$ cat src/rtl/fb_pixel_writer.sv
// Frame buffer write controller: RGB565 stream -> raster RAM writes with ping-pong bank swap.
// Latency: 1 cycle from rgb_en to wr_en/wr_addr/wr_data, all outputs registered.
// Backpressure: none; pixels arriving while a full frame awaits swap_ack are dropped and flag ovf.
// Optional: define FB_PIXEL_WRITER_HMIRROR_EN for horizontally mirrored column addressing.
module fb_pixel_writer #(
  parameter int H_PIX  = 64,
  parameter int V_PIX  = 64,
  parameter int ADDR_W = 13
) (
  input  logic              clock,
  input  logic              reset_n,
  input  logic              sof,
  input  logic              rgb_en,
  input  logic [15:0]       rgb_data,
  input  logic              swap_ack,
  input  logic              ovf_clr,
  output logic              wr_en,
  output logic [ADDR_W-1:0] wr_addr,
  output logic [15:0]       wr_data,
  output logic              swap_req,
  output logic              rd_bank,
  output logic              frame_done,
  output logic              frame_err,
  output logic              ovf
);

  localparam int CW = (H_PIX > 1) ? $clog2(H_PIX) : 1;
  localparam int RW = (V_PIX > 1) ? $clog2(V_PIX) : 1;
  localparam int OW = ADDR_W - 1;
  localparam logic [CW-1:0] COL_LAST = CW'(H_PIX - 1);
  localparam logic [RW-1:0] ROW_LAST = RW'(V_PIX - 1);
  localparam bit POW2 = ((1 << CW) == H_PIX);

  typedef enum logic {WRITE, WAIT_SWAP} state_t;

  state_t          state, state_nxt;
  logic [CW-1:0]   col, eff_col, col_term;
  logic [RW-1:0]   row, eff_row;
  logic            wr_bank;
  logic            restart, do_write, col_wrap, frame_end, drop, err;
  logic [OW-1:0]   offset;

  // State register
  always_ff @(posedge clock or negedge reset_n) begin
    if (!reset_n) state <= WRITE;
    else          state <= state_nxt;
  end

  // Next state and per-cycle control; sof zeroes the effective position before the pixel uses it
  always_comb begin
    state_nxt = state;
    restart   = 1'b0;
    do_write  = 1'b0;
    drop      = 1'b0;
    err       = 1'b0;
    col_wrap  = 1'b0;
    frame_end = 1'b0;
    eff_col   = col;
    eff_row   = row;
    case (state)
      WRITE: begin
        if (sof) begin
          restart = 1'b1;
          err     = (col != '0) || (row != '0);
          eff_col = '0;
          eff_row = '0;
        end
        if (rgb_en) begin
          do_write  = 1'b1;
          col_wrap  = (eff_col == COL_LAST);
          frame_end = col_wrap && (eff_row == ROW_LAST);
          if (frame_end) state_nxt = WAIT_SWAP;
        end
      end
      WAIT_SWAP: begin
        drop = rgb_en;
        if (swap_ack) state_nxt = WRITE;
      end
      default: state_nxt = WRITE;
    endcase
  end

`ifdef FB_PIXEL_WRITER_HMIRROR_EN
  assign col_term = COL_LAST - eff_col;
`else
  assign col_term = eff_col;
`endif

  generate
    if (POW2) begin : g_shift
      // Power-of-two line length: the row simply sits above the column bits
      assign offset = OW'({eff_row, col_term});
    end else begin : g_base
      logic [OW-1:0] line_base, eff_base;
      assign eff_base = restart ? '0 : line_base;
      assign offset   = eff_base + OW'(col_term);
      // Running start-of-line address, avoids a row*H_PIX multiplier
      always_ff @(posedge clock or negedge reset_n) begin
        if (!reset_n)                line_base <= '0;
        else if (do_write && col_wrap) line_base <= frame_end ? '0 : eff_base + OW'(H_PIX);
        else if (restart)            line_base <= '0;
      end
    end
  endgenerate

  // Raster column/row counters
  always_ff @(posedge clock or negedge reset_n) begin
    if (!reset_n) begin
      col <= '0;
      row <= '0;
    end else if (do_write) begin
      if (col_wrap) begin
        col <= '0;
        row <= frame_end ? '0 : eff_row + 1'b1;
      end else begin
        col <= eff_col + 1'b1;
        row <= eff_row;
      end
    end else if (restart) begin
      col <= '0;
      row <= '0;
    end
  end

  // Registered RAM write port, status pulses, bank ownership and sticky overflow
  always_ff @(posedge clock or negedge reset_n) begin
    if (!reset_n) begin
      wr_en      <= 1'b0;
      wr_addr    <= '0;
      wr_data    <= '0;
      frame_done <= 1'b0;
      frame_err  <= 1'b0;
      rd_bank    <= 1'b1;
      wr_bank    <= 1'b0;
      ovf        <= 1'b0;
    end else begin
      wr_en      <= do_write;
      frame_done <= frame_end;
      frame_err  <= err;
      if (do_write) begin
        wr_addr <= {wr_bank, offset};
        wr_data <= rgb_data;
      end
      if (state == WAIT_SWAP && swap_ack) begin
        rd_bank <= wr_bank;
        wr_bank <= ~wr_bank;
      end
      if (drop)         ovf <= 1'b1;
      else if (ovf_clr) ovf <= 1'b0;
    end
  end

  assign swap_req = (state == WAIT_SWAP);

endmodule

$ cat config.mk
export PLATFORM = sky130hd
export DESIGN_NAME = fb_pixel_writer
export DESIGN_NICKNAME = d
export VERILOG_FILES = /design/src/rtl/fb_pixel_writer.sv
export SDC_FILE = /design/constraint.sdc
export NUM_CORES = 1
export LEC_CHECK = 0
export CORE_ASPECT_RATIO = 0.9
export CORE_MARGIN = 4
export CORE_UTILIZATION = 30
export DETAILED_ROUTE_END_ITERATION = 16
export GPL_ROUTABILITY_DRIVEN = 1
export SYNTH_ARGS = -nofsm -noshare
export SYNTH_HDL_FRONTEND = slang
export SYNTH_SLANG_ARGS = --single-unit
$ cat constraint.sdc
create_clock -name clock -period 2.1 [get_ports clock]
set_clock_uncertainty 0.15 [all_clocks]
set_input_delay 0.42 -clock clock [delete_from_list [all_inputs] [get_ports clock]]
set_output_delay 0.42 -clock clock [all_outputs]
set_load 0.01 [all_outputs]
# == Word-level counts from Yosys, hierarchy flattened ==
# Index checks and enable logic that the tools add are counted.
# totals
reg_bits,48
inputBits,22
# op_classes
add_sub_neg,2
n_eq_ne,2
n_mux,29
n_bitwise,2
reduce_logical,7
# ops
operator,n
2-to-1 mux 6 bit,12
2-to-1 mux 1 bit,16
"adder 6 x 1 -> 6 bit, second input constant",2
"== test 6 bit, second input constant",2
nonzero test 6 bit,2
nonzero test 2 bit,2
logical AND 1 bit,2
NOT 1 bit,2
one-hot mux 1 bit (2 select lines),1
logical OR 1 bit,1

# == Depth between registers and ports, before layout ==
# Gate-level depths: netlist of run 1.
# logic_depth
word_depth,9
depth_mapped,9
depth_no_buf,8

# == Least setup slack after synthesis of run 1 ==
# No wires, ideal clock.
# synth_timing
kind,register to register
from,"register state, in the netlist swap_req"
to,register row[4]
setup_ps,127
arrival_time_ps,1536
required_ps,1823
path_slack_ps,287
stages_incl_launch_ff,10
cell_sequence,dfrtp_1 > or2b_1 > buf_2 > nand2_1 > inv_1 > ha_1 > nand3_1 > nor3_1 > nand3_1 > o21ai_0
# synth_between
elab_chain_len,5
word_cells_on_any_way,10
cone_classes,1 x add/sub; 8 x mux; 1 x reduce/logical
# synth_lines
element,line_no,rtl
from (decl),36,"state_t state, state_nxt;"
from (signal assigned),46,else state <= state_nxt;
2-to-1 mux 6 bit,60,case (state)
named net eff_row[0],38,"logic [RW-1:0] row, eff_row;"
adder 6 x 1 -> 6 bit,114,row <= frame_end ? '0 : eff_row + 1'b1;
2-to-1 mux 6 bit,114,
2-to-1 mux 6 bit,112,if (col_wrap) begin
2-to-1 mux 6 bit,111,end else if (do_write) begin
to (signal assigned),114,
to (signal assigned),117,row <= eff_row;
to (decl),38,
# The timed path passes the listed nets, and every way through them passes these cells.
# A chain may end at the register's enable or synchronous reset.

# == Final worst setup path of run 1 ==
# layout_timing
from,"register state, in the netlist swap_req"
to,output swap_req
# layout_rtl
element,line_no,rtl
to (decl),20,"output logic swap_req,"
# No word-level cell between the ends.

==> out/qor.yml, run 1 <==
place.gp.congestion: 0.833
vias_per_cell: 4.43
worst_skew_pair.late_latency_ns: 0.29
clock_tree.root_cell: "sky130_fd_sc_hd__clkbuf_8"
die_width_um: 94.4
synthDistinctLibCells: 34
layout-drive-gt1-share: 0.106
first_global_vias: 1722
critical_path.n_buffers_inverters: 1
post-cts-setup-buffer-count: 0
crit_fanout: 9
cts_max_level: 2
design_power_total_mw: 1.91
layout-area-overhead-vs-synth_pct: 43.4
input_output_buffers: 56
async_reset_ff_frac: 1.00
setup.worst_path.end_class: "output pin"
clk_pin_slew_ns: 0.09
synth_area_um2: 2010
clock_path_buffers: 2
detailed_route_wl_mm: 4.65
dr_total_vias: 1649
grt_first_pass_wirelength_mm: 8.25
synthCells: 211
start_to_end_type_of_the_worst_setup_path: "reg -> out"
synthesis.nets: 235
synthesis.area_per_instance_um2: 9.54
clock.fmax_ghz: 0.510
placed_area_um2: 2770
final_max_slew_viol_count: 0
crit_path_cell_trace: "clkdlybuf4s50_1"
layout.cell_area.non_filler_um2: 2890
seq_area_um2: 1200
multi_input_combinational_cell_area_um2: 743
number_of_gates_resized_after_cts: 0
drt.antenna.violating_nets: 0
dieArea_um2: 8090
maximum_vdd_drop_mv: 0.261
worstSetupStartpointType: "flip-flop"
gr-usage-all-layers: 0.127
status: "finished, final reports clean"
synth-seq-cells: 48
ys_warn_count: 0
drt-wirelength-per-cell_um: 12.5
maxCapViolCount: 0
synth_flop_type: "sky130_fd_sc_hd__dfrtp_1"
layout.core_utilization: 0.441
proportion_of_synthesized_chip_area_in_sequential_cells: 0.597
largest_area_contributor_in_the_synthesized_netlist: "sky130_fd_sc_hd__dfrtp_1"
detail_route.first_pass.iterations: 4
hold_slack_ns: 0.329
cpPeakStageDelay_ns: 0.59
floorplan.initialDensity: 0.307
design.final.nets: 305
number_of_flops_mapped_to_enable_cells_by_yosys: 0
p_leak_nw: 1.34
drt-initial-drc-count: 60
timing.critical_path.max_delay_family: "buffers and inverters"
final_hold_viol_count: 0
min_path_type: "reg -> reg"
fp.coreArea_um2: 6550
synth_top_cells_by_count: "sky130_fd_sc_hd__nand2_1, sky130_fd_sc_hd__dfrtp_1, sky130_fd_sc_hd__o21ai_0, sky130_fd_sc_hd__nand3_1, sky130_fd_sc_hd__nor2_1"
rows: 28
worst_pin_slew_ns: 0.373
slew-limit-headroom: 0.751
timing.critical_path.required_ns: 1.53
cts-buffers-inserted: 5
final_period_minus_worst_setup_slack_ns: 1.96
cts_sinks: 48
worst_path_cell_with_the_longest_stage_delay: "sky130_fd_sc_hd__clkdlybuf4s50_1"
synth_area_leaders: "sky130_fd_sc_hd__dfrtp_1, sky130_fd_sc_hd__nand2_1, sky130_fd_sc_hd__o21ai_0, sky130_fd_sc_hd__xnor2_1, sky130_fd_sc_hd__nand3_1"
dp_hpwl_mm: 3.48
most_numerous_cell_in_the_yosys_netlist: "sky130_fd_sc_hd__nand2_1"
antenna_violations_before_repair: 0
floorplan.die.height_um: 85.7
rsz0062_at_grt: "false"
largest_net_degree_at_the_start_of_global_routing: 39
p_per_area_nw_per_um2: 660
post-route-period-util: 0.933
timing.final.setup_violations: 0
diodes: 0
tritoncts: "done"
synth_top_cell_area_share: 0.584
global_route.overflow_total: 0
cp_data_arrival_time_ns: 1.39
ioPinCount: 57
layout.filler_cells: 657
drc: 0
-- per-layer routing --
metal	global-route usage	up-vias	part of all wire
met3	0.0307	5	0.052
li1	-	830	-
met5	0	-	0
met1	0.174	783	0.48
met4	0.0354	0	0.0073
met2	0.203	31	0.46
-- worst paths after layout --
| kind | slack [ns] | to | start | cells past startpoint |
|---|---|---|---|---|
| worst max-delay path | 0.14 | swap_req | swap_req | 1 |
| worst min-delay path | 0.33 | wr_data[1] | wr_data[1] | 2 |
| worst max register to register | 0.32 | row[4] | swap_req | 8 |
| worst min register to register | 0.33 | wr_data[1] | wr_data[1] | 2 |
| max in group asynchronous | 0.88 | rd_bank | reset_n | 3 |
| min in group asynchronous | 0.41 | ovf | reset_n | 2 |
-- where the power goes --
group	internal (mW)	total, mW	switching, mW
logic	0.139	0.251	0.113
registers	0.971	0.998	0.0271
clock network	0.352	0.657	0.304
-- metrics by stage --
step                      worst slack (ns)  instances  TNS (ns)
after CTS                            0.117        372         0
final                                0.140        372         0
after global routing                0.0627        372         0
after floorplan                      0.287        211         0
after global placement             -0.0756        363    -0.462
after detailed placement           -0.0786        363    -0.433
-- registers in the layout, summed over array words and instances (netlist names) --
signal      flops
frame_done      1
row             6
rd_bank         1
wr_en           1
swap_req        1
wr_data        16
frame_err       1
col             6
wr_addr        13
ovf             1
wr_bank         1
-- layout make-up --
class,count,area share
multi-input cells,147,0.257
flip-flops and latches,48,0.417
inverters,7,0.00910
clock buffers,5,0.0238
repair buffers,72,0.239
clock inverters,3,0.0147
well taps,90,0.0390
-- logic make-up after synthesis --
| family | share of synthesized area |
|---|---|
| buffers and inverters | 0.0336 |
| AO/OA/AOI/OAI | 0.0696 |
| multiplexers | 0.0162 |
| XOR/XNOR | 0.0218 |
| adder cells (fa/ha/maj) | 0.0124 |
| AND/OR/NAND/NOR | 0.249 |
| flip-flops | 0.597 |
-- placed cells by master (no fill, tap or decap), types with 2 or more instances in the layout --
master / synthesis / layout
sky130_fd_sc_hd__xnor2_1: 4 / 4
sky130_fd_sc_hd__inv_2: 2 / 2
sky130_fd_sc_hd__nand4_1: 2 / 2
sky130_fd_sc_hd__inv_1: 5 / 5
sky130_fd_sc_hd__mux2_2: 2 / 2
sky130_fd_sc_hd__clkbuf_8: 0 / 5
sky130_fd_sc_hd__nor2_1: 6 / 6
sky130_fd_sc_hd__and3_1: 2 / 2
sky130_fd_sc_hd__nand3_1: 6 / 6
sky130_fd_sc_hd__nand2_1: 79 / 79
sky130_fd_sc_hd__a22o_1: 2 / 2
sky130_fd_sc_hd__and2_1: 3 / 3
sky130_fd_sc_hd__or3_1: 2 / 2
sky130_fd_sc_hd__o21ai_0: 15 / 15
sky130_fd_sc_hd__a21oi_1: 3 / 3
sky130_fd_sc_hd__nand2b_1: 3 / 3
sky130_fd_sc_hd__nor4_1: 3 / 3
sky130_fd_sc_hd__ha_1: 2 / 2
sky130_fd_sc_hd__clkdlybuf4s50_1: 0 / 55
sky130_fd_sc_hd__o22ai_1: 3 / 3
sky130_fd_sc_hd__dfrtp_1: 47 / 47
sky130_fd_sc_hd__buf_4: 1 / 14
-- what timing repair did --
action / in CTS / in global routing
endpoints found under the setup margin: 0 / 0
endpoints found under the hold margin: 12 / 0
hold buffers: 1 / 0
Note: power is estimated with default switching activity, not from simulation.
==> run 2, diff against run 1 <==
RECOVER_POWER = 25   (was default)
==> run 2 against run 1 <==
Net effect: die area did not move; wire length barely moved; clock power barely moved; utilization barely moved; via count did not move; worst setup slack barely moved; total power barely moved; flip-flop and latch count did not move; critical path depth did not move; combinational power barely moved; register-to-register slack barely moved; critical path type unchanged; largest cell class unchanged.
==> out/qor.yml, run 2 (synthesis results as in run 1) <==
dieArea_um2: 8090  # unchanged
maximum_vdd_drop_mv: 0.261  # unchanged
antenna_violations_before_repair: 0  # unchanged
input_output_buffers: 56  # unchanged
drt-wirelength-per-cell_um: 12.5  # about the same
first_global_vias: 1722  # unchanged
crit_path_cell_trace: "clkdlybuf4s50_1"
crit_fanout: 9  # unchanged
worst_skew_pair.late_latency_ns: 0.29  # about the same
setup.worst_path.end_class: "output pin"
layout.core_utilization: 0.440  # about the same
flip_flop_count_of_the_largest_register_after_layout: 16  # unchanged
min_path_type: "reg -> reg"
clk_pin_slew_ns: 0.09  # about the same
rsz0062_at_grt: "false"
clock_path_buffers: 2  # unchanged
timing.final.setup_violations: 0  # unchanged
dp_hpwl_mm: 3.48  # unchanged
layout.filler_cells: 658  # +0.15%
cts_max_level: 2  # unchanged
slew-limit-headroom: 0.415  # -0.336
instances_no_fill: 372  # unchanged
layout-area-overhead-vs-synth_pct: 43.3  # about the same
dr_total_vias: 1649  # unchanged
layout.cell_area.non_filler_um2: 2890  # about the same
most_common_cell_after_layout_fill_and_taps_aside: "sky130_fd_sc_hd__nand2_1"
drt.antenna.violating_nets: 0  # unchanged
post-route-period-util: 0.933  # about the same
multi_input_combinational_cell_area_um2: 743  # unchanged
clock_tree.root_cell: "sky130_fd_sc_hd__clkbuf_8"
floorplan.die.height_um: 85.7  # unchanged
maxCapViolCount: 0  # unchanged
ioPinCount: 57  # unchanged
fp.coreArea_um2: 6550  # unchanged
final.setup.tns_ns: 0  # unchanged
p_per_area_nw_per_um2: 660  # about the same
top_regs: "wr_data (16), wr_addr (13)"
grt_first_pass_wirelength_mm: 8.25  # unchanged
number_of_gates_resized_after_cts: 0  # unchanged
largest_net_degree_at_the_start_of_global_routing: 39  # unchanged
worstSetupStartpointType: "flip-flop"
worst_pin_slew_ns: 0.877  # +0.504 ns
die_width_um: 94.4  # unchanged
worst_slack_at_placement_ns: -0.0786  # unchanged
cts_sinks: 48  # unchanged
placed_area_um2: 2770  # unchanged
diodes: 0  # unchanged
place.gp.congestion: 0.833  # unchanged
max_flop_register: "wr_data"
rows: 28  # unchanged
design_power_total_mw: 1.90  # about the same
start_to_end_type_of_the_worst_setup_path: "reg -> out"
worst_path_cell_with_the_longest_stage_delay: "sky130_fd_sc_hd__clkdlybuf4s50_1"
drc: 0  # unchanged
gr-usage-all-layers: 0.127  # unchanged
p_leak_nw: 1.34  # -0.17%
drt-initial-drc-count: 60  # unchanged
timing.critical_path.max_delay_family: "buffers and inverters"
mostFrequentLayoutCells: "sky130_fd_sc_hd__nand2_1, sky130_fd_sc_hd__clkdlybuf4s50_1, sky130_fd_sc_hd__dfrtp_1"
worst_slack_ns: 0.140  # +0.0000370 ns
cp_data_arrival_time_ns: 1.39  # about the same
final_period_minus_worst_setup_slack_ns: 1.96  # -0.0000370 ns
seq_area_um2: 1200  # unchanged
timing.critical_path.required_ns: 1.53  # about the same
cts-buffers-inserted: 5  # unchanged
status: "finished, final reports clean"
cpPeakStageDelay_ns: 0.59  # about the same
design.final.nets: 305  # unchanged
floorplan.initialDensity: 0.307  # unchanged
final_max_slew_viol_count: 0  # unchanged
global_route.overflow_total: 0  # unchanged
detailed_route_wl_mm: 4.65  # about the same
clock.fmax_ghz: 0.510  # about the same
layout-drive-gt1-share: 0.103  # -0.00355
tritoncts: "done"
final_hold_viol_count: 0  # unchanged
post-cts-setup-buffer-count: 0  # unchanged
critical_path.n_buffers_inverters: 1  # unchanged
hold_slack_ns: 0.329  # unchanged
vias_per_cell: 4.43  # unchanged
placed_instance_count: 363  # unchanged
detail_route.first_pass.iterations: 4  # unchanged
==> run 2: final timing paths <==
kind	startpoint	endpoint	slack (ns)	cells past startpoint
setup / recovery	swap_req	swap_req	0.14	1
hold / removal	wr_data[1]	wr_data[1]	0.33	2
setup reg to reg	swap_req	row[4]	0.32	8
hold reg to reg	wr_data[1]	wr_data[1]	0.33	2
max in group asynchronous	reset_n	row[0]	0.50	3
min in group asynchronous	reset_n	ovf	0.61	2
==> run 2: routing by layer <==
metal  GRT usage  part of all wire  up-vias
met4      0.0354            0.0073        0
li1            -                 -      830
met5           0                 0        -
met2       0.203              0.46       31
met3      0.0307             0.052        5
met1       0.174              0.48      783
==> run 2: what timing repair did <==
item	in CTS	in global routing
setup endpoints to repair	0	0
hold buffers	1	0
endpoints found under the hold margin	12	0
==> run 2: cell type report <==
type | instances | area share
clock inverter | 3 | 0.0147
inverter | 7 | 0.00911
clock buffer | 5 | 0.0239
multi-input combinational | 147 | 0.258
timing repair buffer | 72 | 0.239
tap | 90 | 0.0390
sequential | 48 | 0.417
==> run 2: power by group <==
part | switching, mW | leakage, nW | total (mW) | internal (mW)
Sequential | 0.0271 | 0.628 | 0.998 | 0.971
Clock | 0.304 | 0.0541 | 0.657 | 0.352
Combinational | 0.113 | 0.656 | 0.250 | 0.138
==> run 3, diff against run 2 <==
ABC_AREA = 1   (was default)
REMOVE_ABC_BUFFERS = 1   (was default)
==> run 3 against run 2 <==
Net effect: highest routed layer unchanged; critical path depth is the same; design area grew 2.7%; clock power increased by 1%.
==> out/qor.yml, run 3 <==
drt-initial-drc-count: 72  # +20%
rsz0062_at_grt: "false"
synthCells: 250  # +18%
max_flop_register: "wr_data"
detailed_route_wl_mm: 4.89  # +5.0%
post-cts-setup-buffer-count: 0  # unchanged
worst_skew_pair.late_latency_ns: 0.30  # about the same
dieArea_um2: 8560  # +5.8%
tritoncts: "done"
synth_top_cell_area_share: 0.549  # -0.0351
first_global_vias: 1676  # -2.7%
design.final.nets: 340  # +11%
synth_top_cells_by_count: "sky130_fd_sc_hd__nand2_1, sky130_fd_sc_hd__dfrtp_1, sky130_fd_sc_hd__inv_1, sky130_fd_sc_hd__nor2_1, sky130_fd_sc_hd__o21ai_0"
min_path_type: "reg -> reg"
timing.final.setup_violations: 0  # unchanged
number_of_gates_resized_after_cts: 0  # unchanged
synth_area_um2: 2140  # +6.4%
placed_area_um2: 2860  # +3.3%
cp_data_arrival_time_ns: 1.38  # about the same
crit_path_cell_trace: "clkdlybuf4s50_1"
fp.coreArea_um2: 6760  # +3.2%
mostFrequentLayoutCells: "sky130_fd_sc_hd__nand2_1, sky130_fd_sc_hd__clkdlybuf4s50_1, sky130_fd_sc_hd__dfrtp_1"
layout.core_utilization: 0.438  # -0.00222
floorplan.initialDensity: 0.317  # +0.00951
worst_path_cell_with_the_longest_stage_delay: "sky130_fd_sc_hd__clkdlybuf4s50_1"
cts_hold_buf: 1  # unchanged
dp_hpwl_mm: 3.56  # +2.3%
largest_area_contributor_in_the_synthesized_netlist: "sky130_fd_sc_hd__dfrtp_1"
place.gp.congestion: 0.811  # -2.6%
ioPinCount: 57  # unchanged
worst_slack_at_placement_ns: -0.000523  # +0.0781 ns
p_leak_nw: 1.37  # +2.2%
maximum_vdd_drop_mv: 0.340  # +31%
drt-wirelength-per-cell_um: 12.0  # -4.0%
synth-seq-cells: 48  # unchanged
cts_max_level: 2  # unchanged
layout.filler_cells: 674  # +2.4%
clock_path_buffers: 2  # unchanged
synth_area_leaders: "sky130_fd_sc_hd__dfrtp_1, sky130_fd_sc_hd__nand2_1, sky130_fd_sc_hd__o21ai_0, sky130_fd_sc_hd__inv_1, sky130_fd_sc_hd__nor2_1"
worst_slack_ns: 0.150  # +0.0105 ns
crit_fanout: 5  # -4
maxCapViolCount: 0  # unchanged
instances_no_fill: 407  # +9.4%
flip_flop_count_of_the_largest_register_after_layout: 16  # unchanged
final.setup.tns_ns: 0  # unchanged
clk_pin_slew_ns: 0.09  # about the same
diodes: 0  # unchanged
antenna_violations_before_repair: 0  # unchanged
cts-buffers-inserted: 5  # unchanged
dr_total_vias: 1756  # +6.5%
layout-drive-gt1-share: 0.114  # +0.0107
top_regs: "wr_data (16), wr_addr (13)"
global_route.overflow_total: 0  # unchanged
detail_route.first_pass.iterations: 6  # +2
worstSetupStartpointType: "flip-flop"
design_power_total_mw: 1.94  # +1.7%
critical_path.n_buffers_inverters: 1  # unchanged
proportion_of_synthesized_chip_area_in_sequential_cells: 0.561  # -0.0359
worst_pin_slew_ns: 1.07  # +0.190 ns
async_reset_ff_frac: 1.00  # unchanged
start_to_end_type_of_the_worst_setup_path: "reg -> out"
drc: 0  # unchanged
largest_net_degree_at_the_start_of_global_routing: 49  # +26%
slew-limit-headroom: 0.288  # -0.127
most_common_cell_after_layout_fill_and_taps_aside: "sky130_fd_sc_hd__nand2_1"
cpPeakStageDelay_ns: 0.59  # about the same
final_period_minus_worst_setup_slack_ns: 1.95  # -0.0105 ns
synth_flop_type: "sky130_fd_sc_hd__dfrtp_1"
layout.cell_area.non_filler_um2: 2960  # +2.7%
gr-usage-all-layers: 0.118  # -0.00964
final_hold_viol_count: 0  # unchanged
rows: 28  # unchanged
synthesis.area_per_instance_um2: 8.57  # -10%
timing.critical_path.max_delay_family: "buffers and inverters"
input_output_buffers: 56  # unchanged
layout-area-overhead-vs-synth_pct: 38.3
hold_slack_ns: 0.334  # +0.00496 ns
timing.critical_path.required_ns: 1.53  # about the same
synthDistinctLibCells: 28  # -18%
number_of_flops_mapped_to_enable_cells_by_yosys: 0  # unchanged
cts_sinks: 48  # unchanged
final_max_slew_viol_count: 0  # unchanged
most_numerous_cell_in_the_yosys_netlist: "sky130_fd_sc_hd__nand2_1"
p_per_area_nw_per_um2: 654  # -1.0%
placed_instance_count: 398  # +9.6%
floorplan.die.height_um: 88.2  # +2.9%
clock_tree.root_cell: "sky130_fd_sc_hd__clkbuf_8"
drt.antenna.violating_nets: 0  # unchanged
clock.fmax_ghz: 0.513  # +0.54%
ys_warn_count: 0  # unchanged
grt_first_pass_wirelength_mm: 8.14  # -1.4%
setup.worst_path.end_class: "output pin"
status: "finished, final reports clean"
post-route-period-util: 0.928  # -0.00502
die_width_um: 97.1  # +2.9%
vias_per_cell: 4.31  # -2.7%
## run 3: cell types whose count changed after synthesis, moves of 3 or more
| cell | previous run | this run |
|---|---|---|
| sky130_fd_sc_hd__and2_1 | 3 | 0 |
| sky130_fd_sc_hd__inv_1 | 5 | 18 |
| sky130_fd_sc_hd__nand3_1 | 6 | 10 |
| sky130_fd_sc_hd__nor2_1 | 6 | 17 |
| sky130_fd_sc_hd__nor2_4 | 0 | 4 |
| sky130_fd_sc_hd__clkbuf_1 | 4 | 1 |
| sky130_fd_sc_hd__nor2_2 | 0 | 5 |
| sky130_fd_sc_hd__nand2b_1 | 3 | 0 |
| sky130_fd_sc_hd__nand2_4 | 0 | 3 |
| sky130_fd_sc_hd__nand2_1 | 79 | 101 |
## run 3: area by class of cell
class                   instances  area (um2)  area share
clock buffers                   5        68.8      0.0232
inverters                      20        75.1      0.0253
multi-input cells             175         831       0.280
flip-flops and latches         48        1200       0.406
repair buffers                 66         631       0.213
clock inverters                 3        42.5      0.0144
well taps                      90         113      0.0380
## run 3: power by group
part	internal (mW)	leakage (nW)	total, mW	switching, mW
Clock	0.353	0.0541	0.666	0.313
Combinational	0.142	0.689	0.271	0.129
Sequential	0.974	0.624	0.999	0.0256
Total	1.47	1.37	1.94	0.468
## run 3: final timing paths
check | slack [ns] | to | startpoint | depth (start not counted)
worst min register to register | 0.33 | wr_addr[1] | wr_addr[1] | 2
min in group asynchronous | 0.79 | frame_done | reset_n | 3
worst max register to register | 0.46 | col[4] | swap_req | 8
worst max-delay path | 0.15 | swap_req | swap_req | 1
worst min-delay path | 0.33 | wr_addr[1] | wr_addr[1] | 2
max in group asynchronous | 0.37 | row[1] | reset_n | 3
## run 3: worst reg2reg max path: stages, from the launching register on
cell	delay (ns)
sky130_fd_sc_hd__dfrtp_1	0.49
sky130_fd_sc_hd__nor2_4	0.11
sky130_fd_sc_hd__nor2_1	0.17
sky130_fd_sc_hd__ha_1	0.17
sky130_fd_sc_hd__inv_1	0.06
sky130_fd_sc_hd__nor3_2	0.20
sky130_fd_sc_hd__nand3_1	0.09
sky130_fd_sc_hd__nand2_1	0.07
sky130_fd_sc_hd__nor2_1	0.04
## run 3: kinds of logic (layout without fill, tap and decap cells)
| group | after synthesis | in the layout | synth area share |
|---|---|---|---|
| AO/OA/AOI/OAI | 19 | 19 | 0.0461 |
| XOR/XNOR | 3 | 3 | 0.0123 |
| adder cells (fa/ha/maj) | 2 | 2 | 0.0117 |
| buffers and inverters | 27 | 94 | 0.0520 |
| flip-flops | 48 | 48 | 0.561 |
| AND/OR/NAND/NOR | 151 | 151 | 0.317 |
## run 3: routing by layer
layer  GRT usage  part of all wire  up-vias
met5           0                 0        -
met4      0.0306            0.0039        0
met3      0.0390             0.058        3
met2       0.174              0.42       45
met1       0.167              0.52      794
li1            -                 -      914
